**config.mk**
```make
export PLATFORM = sky130hd
export DESIGN_NAME = cbus_sram_responder
export DESIGN_NICKNAME = d
export VERILOG_FILES = /design/src/rtl/cbus_sram_responder.sv
export SDC_FILE = /design/constraint.sdc
export NUM_CORES = 1
export LEC_CHECK = 0
export ABC_CLOCK_PERIOD_IN_PS = 3600
export BUFFER_PORTS_ARGS = -buffer_cell sky130_fd_sc_hd__buf_4
export CORE_ASPECT_RATIO = 1.1
export CORE_MARGIN = 2
export CORE_UTILIZATION = 37
export DETAILED_ROUTE_END_ITERATION = 16
export PLACE_DENSITY = 0.81
export SLEW_MARGIN = 10
export SYNTH_ARGS = -nofsm -noshare
export SYNTH_HDL_FRONTEND = slang
export SYNTH_SLANG_ARGS = --single-unit
```
**constraint.sdc**
```tcl
create_clock -name clk -period 3.6 [get_ports clk]
set_input_delay 0.72 -clock clk [delete_from_list [all_inputs] [get_ports clk]]
set_output_delay 0.72 -clock clk [all_outputs]
set_load 0.02 [all_outputs]
```
**src/rtl/cbus_sram_responder.sv**
```systemverilog
// cbus_sram_responder: cbus burst responder in front of a single-port
// 32-bit SRAM. Incrementing bursts of len+1 beats, with optional idle gaps
// before every beat and an immediate abort when the initiator drops valid.

package cbus_pkg;
  localparam logic [3:0] MLEN1  = 4'd0;
  localparam logic [3:0] MLEN4  = 4'd3;
  localparam logic [3:0] MLEN16 = 4'd15;

  typedef struct packed {
    logic        valid;
    logic        is_write;
    logic [1:0]  size;
    logic [31:0] addr;
    logic [3:0]  strobe;
    logic [31:0] data;
    logic [3:0]  len;
  } cbus_req_t;

  typedef struct packed {
    logic        ready;
    logic        last;
    logic [31:0] data;
  } cbus_resp_t;
endpackage

module cbus_sram_responder
  import cbus_pkg::*;
#(
  parameter int MEM_AW      = 12,
  parameter int WAIT_CYCLES = 0
) (
  input  logic              clk,
  input  logic              resetn,
  input  cbus_req_t         creq,
  output cbus_resp_t        cresp,
  output logic              mem_en,
  output logic [3:0]        mem_we,
  output logic [MEM_AW-1:0] mem_addr,
  output logic [31:0]       mem_wdata,
  input  logic [31:0]       mem_rdata
);

  typedef enum logic [2:0] {
    IDLE,
    RD_WAIT,
    RD_BEAT,
    WR_BEAT,
    GAP
  } state_t;

  localparam bit          HAS_GAP = (WAIT_CYCLES > 0);
  // Value of the gap counter on the final idle cycle of a gap.
  localparam logic [15:0] GAP_END = 16'(WAIT_CYCLES - 1);

  state_t            state_q, state_d;
  logic [3:0]        cnt_q, cnt_d;
  logic [15:0]       gap_q, gap_d;
  logic [MEM_AW-1:0] base_q, base_d;
  // Index of the final beat (beats - 1), i.e. the latched len field.
  logic [3:0]        lastidx_q, lastidx_d;
  logic              wr_q, wr_d;

  logic [MEM_AW-1:0] beat_addr;
  logic [MEM_AW-1:0] next_addr;
  logic              is_last;

  // Size and the word-offset / upper address bits carry no meaning here.
  logic unused_req;
  assign unused_req = ^{creq.size, creq.addr};

  // Word address wraps naturally at the SRAM top through MEM_AW-bit arithmetic.
  assign beat_addr = base_q + MEM_AW'(cnt_q);
  assign next_addr = beat_addr + MEM_AW'(1);
  assign is_last   = (cnt_q == lastidx_q);

  // Control state: burst FSM, beat counter and gap counter.
  always_ff @(posedge clk) begin
    if (!resetn) begin
      state_q <= IDLE;
      cnt_q   <= '0;
      gap_q   <= '0;
    end else begin
      state_q <= state_d;
      cnt_q   <= cnt_d;
      gap_q   <= gap_d;
    end
  end

  // Burst context captured at acceptance; only consulted once a burst is live.
  always_ff @(posedge clk) begin
    base_q    <= base_d;
    lastidx_q <= lastidx_d;
    wr_q      <= wr_d;
  end

  // Next-state and output decode; a dropped valid aborts any live burst at once.
  always_comb begin
    state_d   = state_q;
    cnt_d     = cnt_q;
    gap_d     = gap_q;
    base_d    = base_q;
    lastidx_d = lastidx_q;
    wr_d      = wr_q;
    cresp     = '0;
    mem_en    = 1'b0;
    mem_we    = 4'b0000;
    mem_addr  = '0;
    mem_wdata = '0;

    if (state_q != IDLE && !creq.valid) begin
      state_d = IDLE;
    end else begin
      unique case (state_q)
        IDLE: begin
          if (creq.valid) begin
            base_d    = creq.addr[MEM_AW+1:2];
            lastidx_d = creq.len;
            wr_d      = creq.is_write;
            cnt_d     = '0;
            gap_d     = '0;
            if (HAS_GAP)
              state_d = GAP;
            else if (creq.is_write)
              state_d = WR_BEAT;
            else
              state_d = RD_WAIT;
          end
        end
        GAP: begin
          if (gap_q == GAP_END) begin
            gap_d   = '0;
            state_d = wr_q ? WR_BEAT : RD_WAIT;
          end else begin
            gap_d = gap_q + 16'd1;
          end
        end
        RD_WAIT: begin
          mem_en   = 1'b1;
          mem_addr = beat_addr;
          state_d  = RD_BEAT;
        end
        RD_BEAT: begin
          cresp.ready = 1'b1;
          cresp.last  = is_last;
          cresp.data  = mem_rdata;
          cnt_d       = cnt_q + 4'd1;
          if (is_last) begin
            state_d = IDLE;
          end else if (HAS_GAP) begin
            state_d = GAP;
          end else begin
            // Prefetch the following word so beats stream one per cycle.
            mem_en   = 1'b1;
            mem_addr = next_addr;
          end
        end
        WR_BEAT: begin
          cresp.ready = 1'b1;
          cresp.last  = is_last;
          mem_en      = 1'b1;
          mem_we      = creq.strobe;
          mem_addr    = beat_addr;
          mem_wdata   = creq.data;
          cnt_d       = cnt_q + 4'd1;
          if (is_last)
            state_d = IDLE;
          else if (HAS_GAP)
            state_d = GAP;
        end
        default: state_d = IDLE;
      endcase
    end
  end

endmodule

```
==> results of run 1 <==
[stage by stage]
| stage | hold WS (ns) | cells | setup slack [ns] | instance area (sq um) |
|---|---|---|---|---|
| after global placement | 0.630 | 476 | 0.299 | 3390 |
| after CTS | 0.620 | 481 | -0.0189 | 3470 |
| after global routing | 0.616 | 482 | -0.0250 | 3510 |
| after detailed placement | 0.650 | 476 | 0.177 | 3390 |
| final | 0.623 | 482 | 0.0369 | 3510 |
| after floorplan | 0.571 | 236 | 0.338 | 2020 |
[how the worst min path moves through the flow]
| stage | endpoint | slack [ns] | cells past startpoint |
|---|---|---|---|
| 2_1_floorplan | cnt_q[0] | 0.57 | 2 |
| 3_3_place_gp | cnt_q[3] | 0.63 | 2 |
| 3_5_place_dp | cnt_q[3] | 0.65 | 2 |
| 4_1_cts | base_q[2] | 0.62 | 1 |
| 5_1_grt | base_q[2] | 0.62 | 1 |
| 6_report | base_q[4] | 0.62 | 1 |
[logic make-up after synthesis]
kind of cell	synth area share [%]
muxes	0.991
DFF	29.7
AOI/OAI and AO/OA	18.5
adders and majority gates	4.71
xor gates and xnor gates	4.77
buffers and inverters	2.97
and+or+nand+nor	38.4
[per-layer routing]
| layer | vias up | track usage, % | wire [um] |
|---|---|---|---|
| li1 | 1171 | - | - |
| met1 | 1047 | 25.2 | 2550 |
| met2 | 140 | 34.1 | 3490 |
| met3 | 14 | 5.89 | 742 |
| met4 | 0 | 7.86 | 140 |
| met5 | - | 0 | 0 |
[power by group]
part	total, mW	switching (mW)	internal, mW	leakage, nW
clock	0.180	0.0819	0.0976	0.0288
sequential	0.301	0.0131	0.288	0.202
combinational	0.222	0.100	0.122	1.48
total	0.703	0.195	0.508	1.71
[cell type report]
type | instances | share of cell area [%]
clock buffer | 4 | 1.57
timing repair buffer | 177 | 37.9
tap | 75 | 2.67
inverter | 6 | 0.642
sequential | 22 | 17.1
multi-input combinational | 198 | 40.1
[state kept, by name (all words and copies together) (netlist names)]
register / count
state_q: 2
base_q: 12
cnt_q: 4
lastidx_q: 4
[critical path, delay by kind of cell (launching register included)]
kind,cells,cell delay [ns]
muxes,1,0.27
and+or+nand+nor,1,0.11
DFF,1,0.40
adders and majority gates,2,0.64
AOI/OAI and AO/OA,4,0.97
buffers and inverters,1,0.18
[synth_stat cells (2+ instances only)]
master | n | share of area, %
nand4_1 | 4 | 1.2
a211oi_2 | 2 | 1.2
o21ai_0 | 9 | 2.2
and2_1 | 70 | 22
a21oi_1 | 10 | 2.5
xnor2_1 | 8 | 3.5
xor2_1 | 3 | 1.3
a21o_1 | 2 | 0.74
inv_1 | 6 | 1.1
or3_1 | 3 | 0.93
nor4_1 | 2 | 0.62
ha_1 | 6 | 3.7
a22oi_1 | 4 | 1.5
o21ai_1 | 4 | 0.99
nor3b_1 | 2 | 0.74
nor3_1 | 3 | 0.74
nor2_1 | 13 | 2.4
nand2_1 | 9 | 1.7
edfxtp_1 | 16 | 24
nor2b_1 | 5 | 1.5
nand3_1 | 5 | 1.2
o211ai_1 | 3 | 1.1
mux2i_1 | 2 | 0.99
clkbuf_1 | 9 | 1.7
and3_1 | 7 | 2.2
dfxtp_1 | 6 | 5.9
[placed cells by master (no fill, tap or decap), types with 3 or more instances in the layout]
master,Yosys,layout
o21ai_1,4,4
inv_1,6,6
nand2_1,9,9
nor2b_1,5,5
or3_1,3,3
edfxtp_1,16,16
nand4_1,4,4
a21oi_1,10,10
nand3_1,5,5
buf_4,0,177
clkbuf_8,0,4
and2_1,70,69
ha_1,6,5
nor2_1,13,12
xnor2_1,8,8
o21ai_0,9,9
and3_1,7,7
dfxtp_1,6,6
o211ai_1,3,3
a22oi_1,4,4
[what timing repair did]
action | CTS | global route
endpoints found under the setup margin | 4 | 8
endpoints found under the hold margin | 0 | 0
buffers inserted | 1 | 1
gates resized for setup | 2 | 7
pin swaps | 3 | 3
==> run_summary.xml, run 1 <==
<?xml version="1.0" encoding="UTF-8"?>
<metrics>
  <group name="timing">
    <metric name="fmax" unit="MHz">281</metric>
    <metric name="finalHoldViolCount" unit="">0</metric>
    <metric name="setup_viol" unit="">0</metric>
    <metric name="timing.max_slew.rel_slack" unit="%">50.5</metric>
    <metric name="min_period" unit="ns">3.56</metric>
    <metric name="finalCritPeriodShare" unit="%">99.0</metric>
    <metric name="final.setup.tns" unit="ns">0</metric>
    <metric name="grt_setup_unrepaired" unit="">true</metric>
    <metric name="timing_worst_slew_pin_value" unit="ns">0.737</metric>
    <metric name="timing.final.max_slew_violations" unit="">0</metric>
    <metric name="final.setup_skew" unit="ns">0.00384</metric>
  </group>
  <group name="global_route">
    <metric name="grt_start_max_net_pins" unit="">37</metric>
    <metric name="first_global_vias" unit="">2140</metric>
    <metric name="grt_remaining_overflow" unit="">0</metric>
    <metric name="initial_antenna_violation_count" unit="">0</metric>
    <metric name="gr_util_all_layers" unit="%">20.6</metric>
    <metric name="grt_first_pass_wirelength" unit="mm">9.72</metric>
  </group>
  <group name="routing">
    <metric name="wl_per_cell" unit="um">14.4</metric>
    <metric name="drt_iter0_drc" unit="">78</metric>
    <metric name="remaining_drc_errors" unit="">0</metric>
    <metric name="vias" unit="">2372</metric>
    <metric name="antenna_left" unit="">0</metric>
    <metric name="routed_wl" unit="mm">6.93</metric>
    <metric name="drt_pre_antenna_iters" unit="">6</metric>
    <metric name="vias_per_cell" unit="">4.92</metric>
  </group>
  <group name="clocking">
    <metric name="root_buffer" unit="">clkbuf_8</metric>
    <metric name="clk-insertion-delay-late" unit="ns">0.27</metric>
    <metric name="number_of_levels_the_h_tree_was_split_into" unit="">1</metric>
    <metric name="clk_pin_slew" unit="ns">0.08</metric>
    <metric name="tritoncts" unit="">yes</metric>
    <metric name="cts_hold_repair.buffers" unit="">0</metric>
    <metric name="maximum_buffer_depth_of_the_clock_tree" unit="">2</metric>
    <metric name="cts_sinks" unit="">22</metric>
    <metric name="cts_inserted_buffers" unit="">3</metric>
  </group>
  <group name="floorplan">
    <metric name="initial_core_utilization" unit="%">37.9</metric>
    <metric name="fp.dieH" unit="um">81.5</metric>
    <metric name="number_of_standard_cell_rows_in_the_floorplan" unit="">28</metric>
    <metric name="die_outline_width" unit="um">74.4</metric>
    <metric name="ios" unit="">193</metric>
    <metric name="core_area" unit="sq mm">0.00533</metric>
    <metric name="floorplan_die_area" unit="sq mm">0.00607</metric>
  </group>
  <group name="worst_setup_path">
    <metric name="setup.worst_path.end" unit="">mem_addr[10]</metric>
    <metric name="cpPeakStageDelay" unit="ns">0.42</metric>
    <metric name="reg2regPathDepth" unit="">4</metric>
    <metric name="crit-reg2reg-launch" unit="">state_q[0]</metric>
    <metric name="timing.critical_path.from" unit="">base_q[0]</metric>
    <metric name="worstPathArrival" unit="ns">2.84</metric>
    <metric name="crit_path_cell_trace" unit="">ha_2 &gt; fa_2 &gt; a211oi_4 &gt; nor4_1 &gt; o21a_4 &gt; o211a_4 &gt; a41oi_2 &gt; mux2i_1 &gt; buf_4</metric>
    <metric name="critical_path.endpoint_type" unit="">primary output</metric>
    <metric name="path_class" unit="">register to primary output</metric>
    <metric name="endpoint_of_the_worst_slack_reg_to_reg_timing_path" unit="">cnt_q[3]</metric>
    <metric name="data_required_time_of_the_critical_path" unit="ns">2.88</metric>
    <metric name="regToRegSetupSlack" unit="ns">1.97</metric>
    <metric name="critical_path.slowest_cell" unit="">fa_2</metric>
    <metric name="timing.critical_path.fanout_max" unit="">5</metric>
    <metric name="setup.worst_path.start_class" unit="">register</metric>
  </group>
  <group name="synth">
    <metric name="synthesis.area" unit="sq mm">0.00202</metric>
    <metric name="synth-async-reset-ratio" unit="%">0</metric>
    <metric name="ys.flop_type" unit="">edfxtp_1</metric>
    <metric name="count_of_warnings_emitted_by_yosys" unit="">0</metric>
    <metric name="count_of_cell_types_in_the_netlist" unit="">49</metric>
    <metric name="synth.net_count" unit="">353</metric>
    <metric name="yosys_register_bits" unit="">22</metric>
    <metric name="number_of_flops_mapped_to_enable_cells_by_yosys" unit="">16</metric>
    <metric name="syn_avg_cell_area" unit="sq um">8.56</metric>
    <metric name="synth.yosys.seq_area_share" unit="%">29.7</metric>
    <metric name="synth_cells" unit="">236</metric>
  </group>
  <group name="final_layout">
    <metric name="multi_input_area" unit="sq mm">0.00141</metric>
    <metric name="area_growth_syn_to_layout" unit="%">73.8</metric>
    <metric name="fillerInstances" unit="">463</metric>
    <metric name="register_area" unit="sq um">601</metric>
    <metric name="antennaDiodeCount" unit="">0</metric>
    <metric name="final_layout_size_suffix_gt1_share" unit="%">49.1</metric>
    <metric name="nets_finish" unit="">525</metric>
    <metric name="final_util" unit="%">65.9</metric>
  </group>
  <group name="place">
    <metric name="hpwlAfterDp" unit="mm">5.55</metric>
    <metric name="port-buffer-count" unit="">170</metric>
    <metric name="gp_congestion" unit="">0.825</metric>
  </group>
  <group name="min_path">
    <metric name="hold_start" unit="">creq[46]</metric>
    <metric name="type_of_the_tightest_min_delay_check" unit="">primary input to register</metric>
  </group>
  <group name="power_and_ir_drop">
    <metric name="cellLeakagePower" unit="nW">1.71</metric>
    <metric name="overall_power_consumption" unit="mW">0.703</metric>
    <metric name="power_density_cells" unit="mW/mm^2">200</metric>
    <metric name="ir_drop" unit="V">0.000260</metric>
  </group>
  <group name="outcome">
    <metric name="outcome" unit="">complete, no violations</metric>
  </group>
  <group name="job">
    <metric name="maxCapViolations" unit="">0</metric>
  </group>
</metrics>
No activity file was read; power rests on OpenSTA's default activity.
==> inputs of run 2 (changes only) <==
- ABC_AREA: not set -> 1
- CORE_UTILIZATION: 37 -> 38
- REMOVE_ABC_BUFFERS: not set -> 1
==> run 2 against run 1 <==
Compared with the run above: hold slack lost 0.045 ns; largest power group is now combinational cells; global-route usage grew 1.4 points; clock-buffer cell count stayed put; utilization decreased by 0.22 points; flip-flop and latch count unchanged; area after synthesis up 7.6%.
==> run_summary.xml, run 2 <==
<?xml version="1.0" encoding="UTF-8"?>
<metrics>
  <group name="outcome">
    <metric name="outcome" unit="">complete, no violations</metric>
  </group>
  <group name="place">
    <metric name="post-place-cells" unit="">604</metric>
    <metric name="gp_congestion" unit="">0.828</metric>
    <metric name="hpwlAfterDp" unit="mm">6.23</metric>
    <metric name="port-buffer-count" unit="">170</metric>
  </group>
  <group name="routing">
    <metric name="antenna_left" unit="">0</metric>
    <metric name="drt_pre_antenna_iters" unit="">4</metric>
    <metric name="routed_wl" unit="mm">7.30</metric>
    <metric name="drt_iter0_drc" unit="">77</metric>
    <metric name="vias_per_cell" unit="">4.48</metric>
    <metric name="vias" unit="">2730</metric>
    <metric name="wl_per_cell" unit="um">12.0</metric>
    <metric name="remaining_drc_errors" unit="">0</metric>
  </group>
  <group name="worst_setup_path">
    <metric name="path_class" unit="">register to primary output</metric>
    <metric name="reg2regPathDepth" unit="">4</metric>
    <metric name="timing.critical_path.fanout_max" unit="">6</metric>
    <metric name="critical_path.slowest_cell" unit="">fa_1</metric>
    <metric name="cpPeakStageDelay" unit="ns">0.55</metric>
    <metric name="setup.worst_path.start_class" unit="">register</metric>
    <metric name="critical_path.endpoint_type" unit="">primary output</metric>
    <metric name="data_required_time_of_the_critical_path" unit="ns">2.88</metric>
    <metric name="worstPathArrival" unit="ns">2.59</metric>
    <metric name="regToRegSetupSlack" unit="ns">2.04</metric>
    <metric name="crit_path_cell_trace" unit="">ha_1 &gt; fa_1 &gt; ha_1 &gt; inv_1 &gt; nor2_1 &gt; nand3_2 &gt; nor2_4 &gt; nand2_1 &gt; nor2_1 &gt; nand3_1 &gt; nand2_1 &gt; nand2_1 &gt; nor2_1 &gt; buf_4</metric>
  </group>
  <group name="power_and_ir_drop">
    <metric name="cellLeakagePower" unit="nW">2.16</metric>
    <metric name="power_switching_share" unit="%">33.7</metric>
    <metric name="ir_drop" unit="V">0.000254</metric>
    <metric name="share_seq_of_total_power" unit="%">38.6</metric>
    <metric name="cellInternalPower" unit="mW">0.544</metric>
    <metric name="share_clk_of_total_power" unit="%">21.2</metric>
    <metric name="power.net_switching" unit="mW">0.277</metric>
    <metric name="power_density_cells" unit="mW/mm^2">229</metric>
    <metric name="combinationalPowerShare" unit="%">40.2</metric>
  </group>
  <group name="final_layout">
    <metric name="final_layout_size_suffix_gt1_share" unit="%">37.1</metric>
    <metric name="area_growth_syn_to_layout" unit="%">65.2</metric>
    <metric name="biggestRegsByFlops" unit="">base_q (12), cnt_q (4), lastidx_q (4)</metric>
    <metric name="largest_register_ff_count" unit="">12</metric>
    <metric name="final_cell_mix" unit="">buf_4, nor2_1, inv_1, nand2_1, nand3_1</metric>
    <metric name="nets_finish" unit="">651</metric>
    <metric name="register_with_the_most_flip_flops" unit="">base_q</metric>
    <metric name="final_cells" unit="">609</metric>
    <metric name="final_common_cell" unit="">buf_4</metric>
    <metric name="final_util" unit="%">65.7</metric>
  </group>
  <group name="synth">
    <metric name="ys.flop_type" unit="">edfxtp_1</metric>
    <metric name="count_of_cell_types_in_the_netlist" unit="">34</metric>
    <metric name="synth_cells" unit="">364</metric>
    <metric name="post-synth-top-area-fraction" unit="%">22.1</metric>
    <metric name="synth.area.top_cells" unit="">edfxtp_1, nor2_1, inv_1</metric>
    <metric name="yosys_register_bits" unit="">22</metric>
    <metric name="synthesis.area" unit="sq mm">0.00217</metric>
    <metric name="syn_avg_cell_area" unit="sq um">5.97</metric>
    <metric name="synthTopCellsByCount" unit="">nor2_1, inv_1, nand2_1</metric>
    <metric name="synth-async-reset-ratio" unit="%">0</metric>
    <metric name="synth_most_common_cell" unit="">nor2_1</metric>
    <metric name="synth_top_area_cell" unit="">edfxtp_1</metric>
    <metric name="synth.yosys.seq_area_share" unit="%">27.6</metric>
    <metric name="number_of_flops_mapped_to_enable_cells_by_yosys" unit="">16</metric>
    <metric name="count_of_warnings_emitted_by_yosys" unit="">0</metric>
  </group>
  <group name="timing">
    <metric name="timing.hold.ws" unit="ns">0.578</metric>
    <metric name="timing.final.max_slew_violations" unit="">0</metric>
    <metric name="grt_setup_unrepaired" unit="">false</metric>
    <metric name="setup_viol" unit="">0</metric>
    <metric name="timing.max_slew.rel_slack" unit="%">73.6</metric>
    <metric name="timing_worst_slew_pin_value" unit="ns">0.396</metric>
    <metric name="final.setup.tns" unit="ns">0</metric>
    <metric name="min_period" unit="ns">3.31</metric>
    <metric name="fmax" unit="MHz">302</metric>
    <metric name="finalCritPeriodShare" unit="%">91.9</metric>
    <metric name="finalHoldViolCount" unit="">0</metric>
    <metric name="final.setup_skew" unit="ns">0.00621</metric>
  </group>
  <group name="floorplan">
    <metric name="ios" unit="">193</metric>
    <metric name="number_of_standard_cell_rows_in_the_floorplan" unit="">28</metric>
    <metric name="fp.dieH" unit="um">83.3</metric>
    <metric name="floorplan_die_area" unit="sq mm">0.00634</metric>
    <metric name="initial_core_utilization" unit="%">39.8</metric>
    <metric name="core_area" unit="sq mm">0.00547</metric>
    <metric name="die_outline_width" unit="um">76.1</metric>
  </group>
  <group name="global_route">
    <metric name="initial_antenna_violation_count" unit="">1</metric>
    <metric name="gr_util_all_layers" unit="%">22.0</metric>
    <metric name="grt_start_max_net_pins" unit="">37</metric>
    <metric name="grt_first_pass_wirelength" unit="mm">11.5</metric>
    <metric name="grt_remaining_overflow" unit="">0</metric>
    <metric name="first_global_vias" unit="">2526</metric>
  </group>
  <group name="clocking">
    <metric name="cts_sinks" unit="">22</metric>
    <metric name="root_buffer" unit="">clkbuf_8</metric>
    <metric name="maximum_buffer_depth_of_the_clock_tree" unit="">2</metric>
    <metric name="clk-insertion-delay-late" unit="ns">0.26</metric>
    <metric name="cts.repair_timing.setup_buffer_count" unit="">0</metric>
    <metric name="tritoncts" unit="">yes</metric>
    <metric name="clk_pin_slew" unit="ns">0.08</metric>
    <metric name="cts_inserted_buffers" unit="">3</metric>
    <metric name="cts_hold_repair.buffers" unit="">0</metric>
    <metric name="number_of_levels_the_h_tree_was_split_into" unit="">1</metric>
    <metric name="cts_repair_resize_count" unit="">0</metric>
  </group>
  <group name="min_path">
    <metric name="type_of_the_tightest_min_delay_check" unit="">register to register</metric>
    <metric name="min_path_cells" unit="">2</metric>
  </group>
  <group name="job">
    <metric name="maxCapViolations" unit="">0</metric>
  </group>
</metrics>
==> run 2: routing by layer <==
metal | global-route usage [%] | vias up | wire length, um
met3 | 5.33 | 12 | 480
met1 | 24.0 | 1196 | 2910
met5 | 0 | - | 0
li1 | - | 1426 | -
met4 | 7.60 | 0 | 179
met2 | 41.2 | 96 | 3730
==> run 2: worst paths after layout <==
check | from | end
max | cnt_q[0] | mem_addr[10]
min | cnt_q[3] | cnt_q[3]
max reg2reg | state_q[0] | cnt_q[3]
min reg2reg | cnt_q[3] | cnt_q[3]
==> run 2: power by group through the flow <==
stage	combinational (mW)	sequential (mW)	clock, mW
2_1_floorplan	0.178	0.317	0
3_3_place_gp	0.324	0.321	0
3_5_place_dp	0.331	0.322	0
4_1_cts	0.332	0.317	0.180
5_1_grt	0.365	0.319	0.191
6_report	0.330	0.317	0.174
==> run 2: critical path, delay by kind of cell (launching register included) <==
family / cells / cell delay (ns)
AND/OR/NAND/NOR: 9 / 0.79
flip-flops: 1 / 0.38
buffers and inverters: 2 / 0.19
adder cells (fa/ha/maj): 3 / 0.98
==> run 2: layout make-up <==
| type | count | area, sq um |
|---|---|---|
| Tap cell | 75 | 93.8 |
| Timing Repair Buffer | 173 | 1300 |
| Multi-Input combinational cell | 239 | 1180 |
| Clock buffer | 4 | 55.1 |
| Fill cell | 526 | 1880 |
| Antenna cell | 1 | 2.50 |
| Sequential cell | 22 | 601 |
| Inverter | 95 | 358 |
==> run 2: per-stage QoR <==
step | power, mW | instance area (sq um) | setup WS, ns
after detailed placement | 0.653 | 3530 | 0.598
after global placement | 0.645 | 3530 | 0.611
final | 0.821 | 3590 | 0.290
after global routing | 0.875 | 3590 | 0.0739
after floorplan | 0.495 | 2130 | 0.693
after CTS | 0.828 | 3590 | 0.299
==> run 2: logic make-up (layout without fill, tap and decap cells) <==
logic type	after synthesis	in the layout	synth area share (%)
compound gates	21	21	5.64
xor+xnor	8	8	3.22
fa+ha+maj	7	7	4.38
buf+inv	103	272	18.2
flops	22	22	27.6
other cells	0	1	0
simple gates	203	203	40.9
==> inputs of run 3 (changes only) <==
- ABC_CLOCK_PERIOD_IN_PS: 3600 -> not set
- MAX_ROUTING_LAYER: not set -> met4
==> run 3 against run 2 <==
Compared with the run above: hold slack worse by 0.0074 ns; clock skew down 0.0042 ns; clock power about the same; critical path type unchanged; highest routed layer unchanged.
==> run_summary.xml, run 3 (same netlist as run 2, synthesis figures left out) <==
<?xml version="1.0" encoding="UTF-8"?>
<metrics>
  <group name="place">
    <metric name="port-buffer-count" unit="">170</metric>
    <metric name="post-place-cells" unit="">604</metric>
    <metric name="gp_congestion" unit="">0.853</metric>
    <metric name="hpwlAfterDp" unit="mm">6.36</metric>
  </group>
  <group name="outcome">
    <metric name="outcome" unit="">complete, no violations</metric>
  </group>
  <group name="timing">
    <metric name="final.setup_skew" unit="ns">0.00198</metric>
    <metric name="grt_setup_unrepaired" unit="">false</metric>
    <metric name="finalHoldViolCount" unit="">0</metric>
    <metric name="setup_viol" unit="">0</metric>
    <metric name="fmax" unit="MHz">301</metric>
    <metric name="final.setup.tns" unit="ns">0</metric>
    <metric name="finalCritPeriodShare" unit="%">92.3</metric>
    <metric name="min_period" unit="ns">3.32</metric>
    <metric name="timing.max_slew.rel_slack" unit="%">72.6</metric>
    <metric name="timing_worst_slew_pin_value" unit="ns">0.410</metric>
    <metric name="timing.final.max_slew_violations" unit="">0</metric>
  </group>
  <group name="min_path">
    <metric name="type_of_the_tightest_min_delay_check" unit="">register to register</metric>
  </group>
  <group name="final_layout">
    <metric name="area_growth_syn_to_layout" unit="%">65.1</metric>
    <metric name="final_common_cell" unit="">buf_4</metric>
    <metric name="largest_register_ff_count" unit="">12</metric>
    <metric name="final_cell_mix" unit="">buf_4, nor2_1, inv_1, nand2_1, nand3_1</metric>
    <metric name="final_cells" unit="">608</metric>
    <metric name="biggestRegsByFlops" unit="">base_q (12), cnt_q (4), lastidx_q (4)</metric>
    <metric name="nets_finish" unit="">651</metric>
    <metric name="register_with_the_most_flip_flops" unit="">base_q</metric>
    <metric name="antennaDiodeCount" unit="">0</metric>
    <metric name="final_layout_size_suffix_gt1_share" unit="%">37.1</metric>
  </group>
  <group name="floorplan">
    <metric name="die_outline_width" unit="um">76.1</metric>
    <metric name="ios" unit="">193</metric>
    <metric name="floorplan_die_area" unit="sq mm">0.00634</metric>
    <metric name="initial_core_utilization" unit="%">39.8</metric>
    <metric name="fp.dieH" unit="um">83.3</metric>
    <metric name="number_of_standard_cell_rows_in_the_floorplan" unit="">28</metric>
    <metric name="core_area" unit="sq mm">0.00547</metric>
  </group>
  <group name="global_route">
    <metric name="first_global_vias" unit="">2511</metric>
    <metric name="gr_util_all_layers" unit="%">22.7</metric>
    <metric name="grt_first_pass_wirelength" unit="mm">11.6</metric>
    <metric name="initial_antenna_violation_count" unit="">0</metric>
    <metric name="grt_start_max_net_pins" unit="">37</metric>
    <metric name="grt_remaining_overflow" unit="">0</metric>
  </group>
  <group name="routing">
    <metric name="wl_per_cell" unit="um">12.2</metric>
    <metric name="drt_iter0_drc" unit="">103</metric>
    <metric name="top_signal_layer_used" unit="">met4</metric>
    <metric name="vias" unit="">2725</metric>
    <metric name="antenna_left" unit="">0</metric>
    <metric name="routed_wl" unit="mm">7.41</metric>
    <metric name="met3_wirelength" unit="um">495</metric>
    <metric name="drt_pre_antenna_iters" unit="">4</metric>
    <metric name="vias_per_cell" unit="">4.48</metric>
    <metric name="drt-met1-wl" unit="mm">2.98</metric>
    <metric name="met2_routed_length" unit="mm">3.81</metric>
    <metric name="remaining_drc_errors" unit="">0</metric>
  </group>
  <group name="clocking">
    <metric name="tritoncts" unit="">yes</metric>
    <metric name="clk_pin_slew" unit="ns">0.08</metric>
    <metric name="cts_repair_resize_count" unit="">0</metric>
    <metric name="cts_inserted_buffers" unit="">3</metric>
    <metric name="cts_sinks" unit="">22</metric>
    <metric name="cts_hold_repair.buffers" unit="">0</metric>
    <metric name="clk-insertion-delay-late" unit="ns">0.26</metric>
    <metric name="cts.repair_timing.setup_buffer_count" unit="">0</metric>
    <metric name="number_of_levels_the_h_tree_was_split_into" unit="">1</metric>
    <metric name="root_buffer" unit="">clkbuf_8</metric>
    <metric name="maximum_buffer_depth_of_the_clock_tree" unit="">2</metric>
  </group>
  <group name="power_and_ir_drop">
    <metric name="ir_drop" unit="V">0.000277</metric>
    <metric name="power_density_cells" unit="mW/mm^2">229</metric>
    <metric name="cellLeakagePower" unit="nW">2.16</metric>
  </group>
  <group name="worst_setup_path">
    <metric name="data_required_time_of_the_critical_path" unit="ns">2.88</metric>
    <metric name="timing.critical_path.fanout_max" unit="">6</metric>
    <metric name="path_class" unit="">register to primary output</metric>
    <metric name="critical_path.endpoint_type" unit="">primary output</metric>
    <metric name="worstPathArrival" unit="ns">2.60</metric>
    <metric name="setup.worst_path.start_class" unit="">register</metric>
  </group>
  <group name="job">
    <metric name="maxCapViolations" unit="">0</metric>
  </group>
</metrics>
## run 3: changes by cell type in the layout (fill, tap and decap cells not counted), sizes merged
| cell | before | now |
|---|---|---|
| diode | 1 | 0 |
## run 3: power by group
part | total (mW) | leakage (nW) | switching [mW] | internal [mW]
sequential | 0.317 | 0.201 | 0.0201 | 0.297
combinational | 0.332 | 1.93 | 0.182 | 0.150
clock | 0.173 | 0.0288 | 0.0754 | 0.0974
total | 0.821 | 2.16 | 0.277 | 0.544
## run 3: worst paths after layout
path / start / end / slack, ns / cells after the start
worst max-delay path: cnt_q[0] / mem_addr[8] / 0.28 / 12
worst min register to register: cnt_q[3] / cnt_q[3] / 0.57 / 2
worst max register to register: state_q[0] / cnt_q[3] / 1.98 / 4
worst min-delay path: cnt_q[3] / cnt_q[3] / 0.57 / 2
## run 3: metal layers
metal,GRT usage (%),vias to the layer above
met5,-,-
met3,4.46,12
met2,40.5,95
met4,5.95,0
li1,-,1424
met1,25.9,1194
## run 3: cell type report
class | count | area, sq um
Tap cell | 75 | 93.8
Sequential cell | 22 | 601
Timing Repair Buffer | 173 | 1300
Inverter | 95 | 358
Fill cell | 525 | 1880
Multi-Input combinational cell | 239 | 1180
Clock buffer | 4 | 55.1
## run 3: stage by stage
stage | power [mW] | instance area, sq um | setup slack, ns | hold WS [ns] | util, %
2_1_floorplan | 0.495 | 2130 | 0.693 | 0.512 | -
3_3_place_gp | 0.645 | 3530 | 0.614 | 0.534 | 64.6
3_5_place_dp | 0.654 | 3530 | 0.572 | 0.566 | 64.6
4_1_cts | 0.827 | 3590 | 0.281 | 0.577 | 65.6
5_1_grt | 0.878 | 3590 | 0.00811 | 0.597 | 65.6
6_report | 0.821 | 3590 | 0.277 | 0.571 | 65.6
## run 3: worst max-delay path, stage by stage, from the launching register on
cell	delay, ns
dfxtp_1	0.38
ha_1	0.26
fa_1	0.55
ha_1	0.16
inv_1	0.05
nor2_1	0.12
nand3_2	0.11
nor2_4	0.11
nand3_1	0.09
o21ai_1	0.17
nand2_1	0.08
nor2_1	0.12
buf_4	0.15
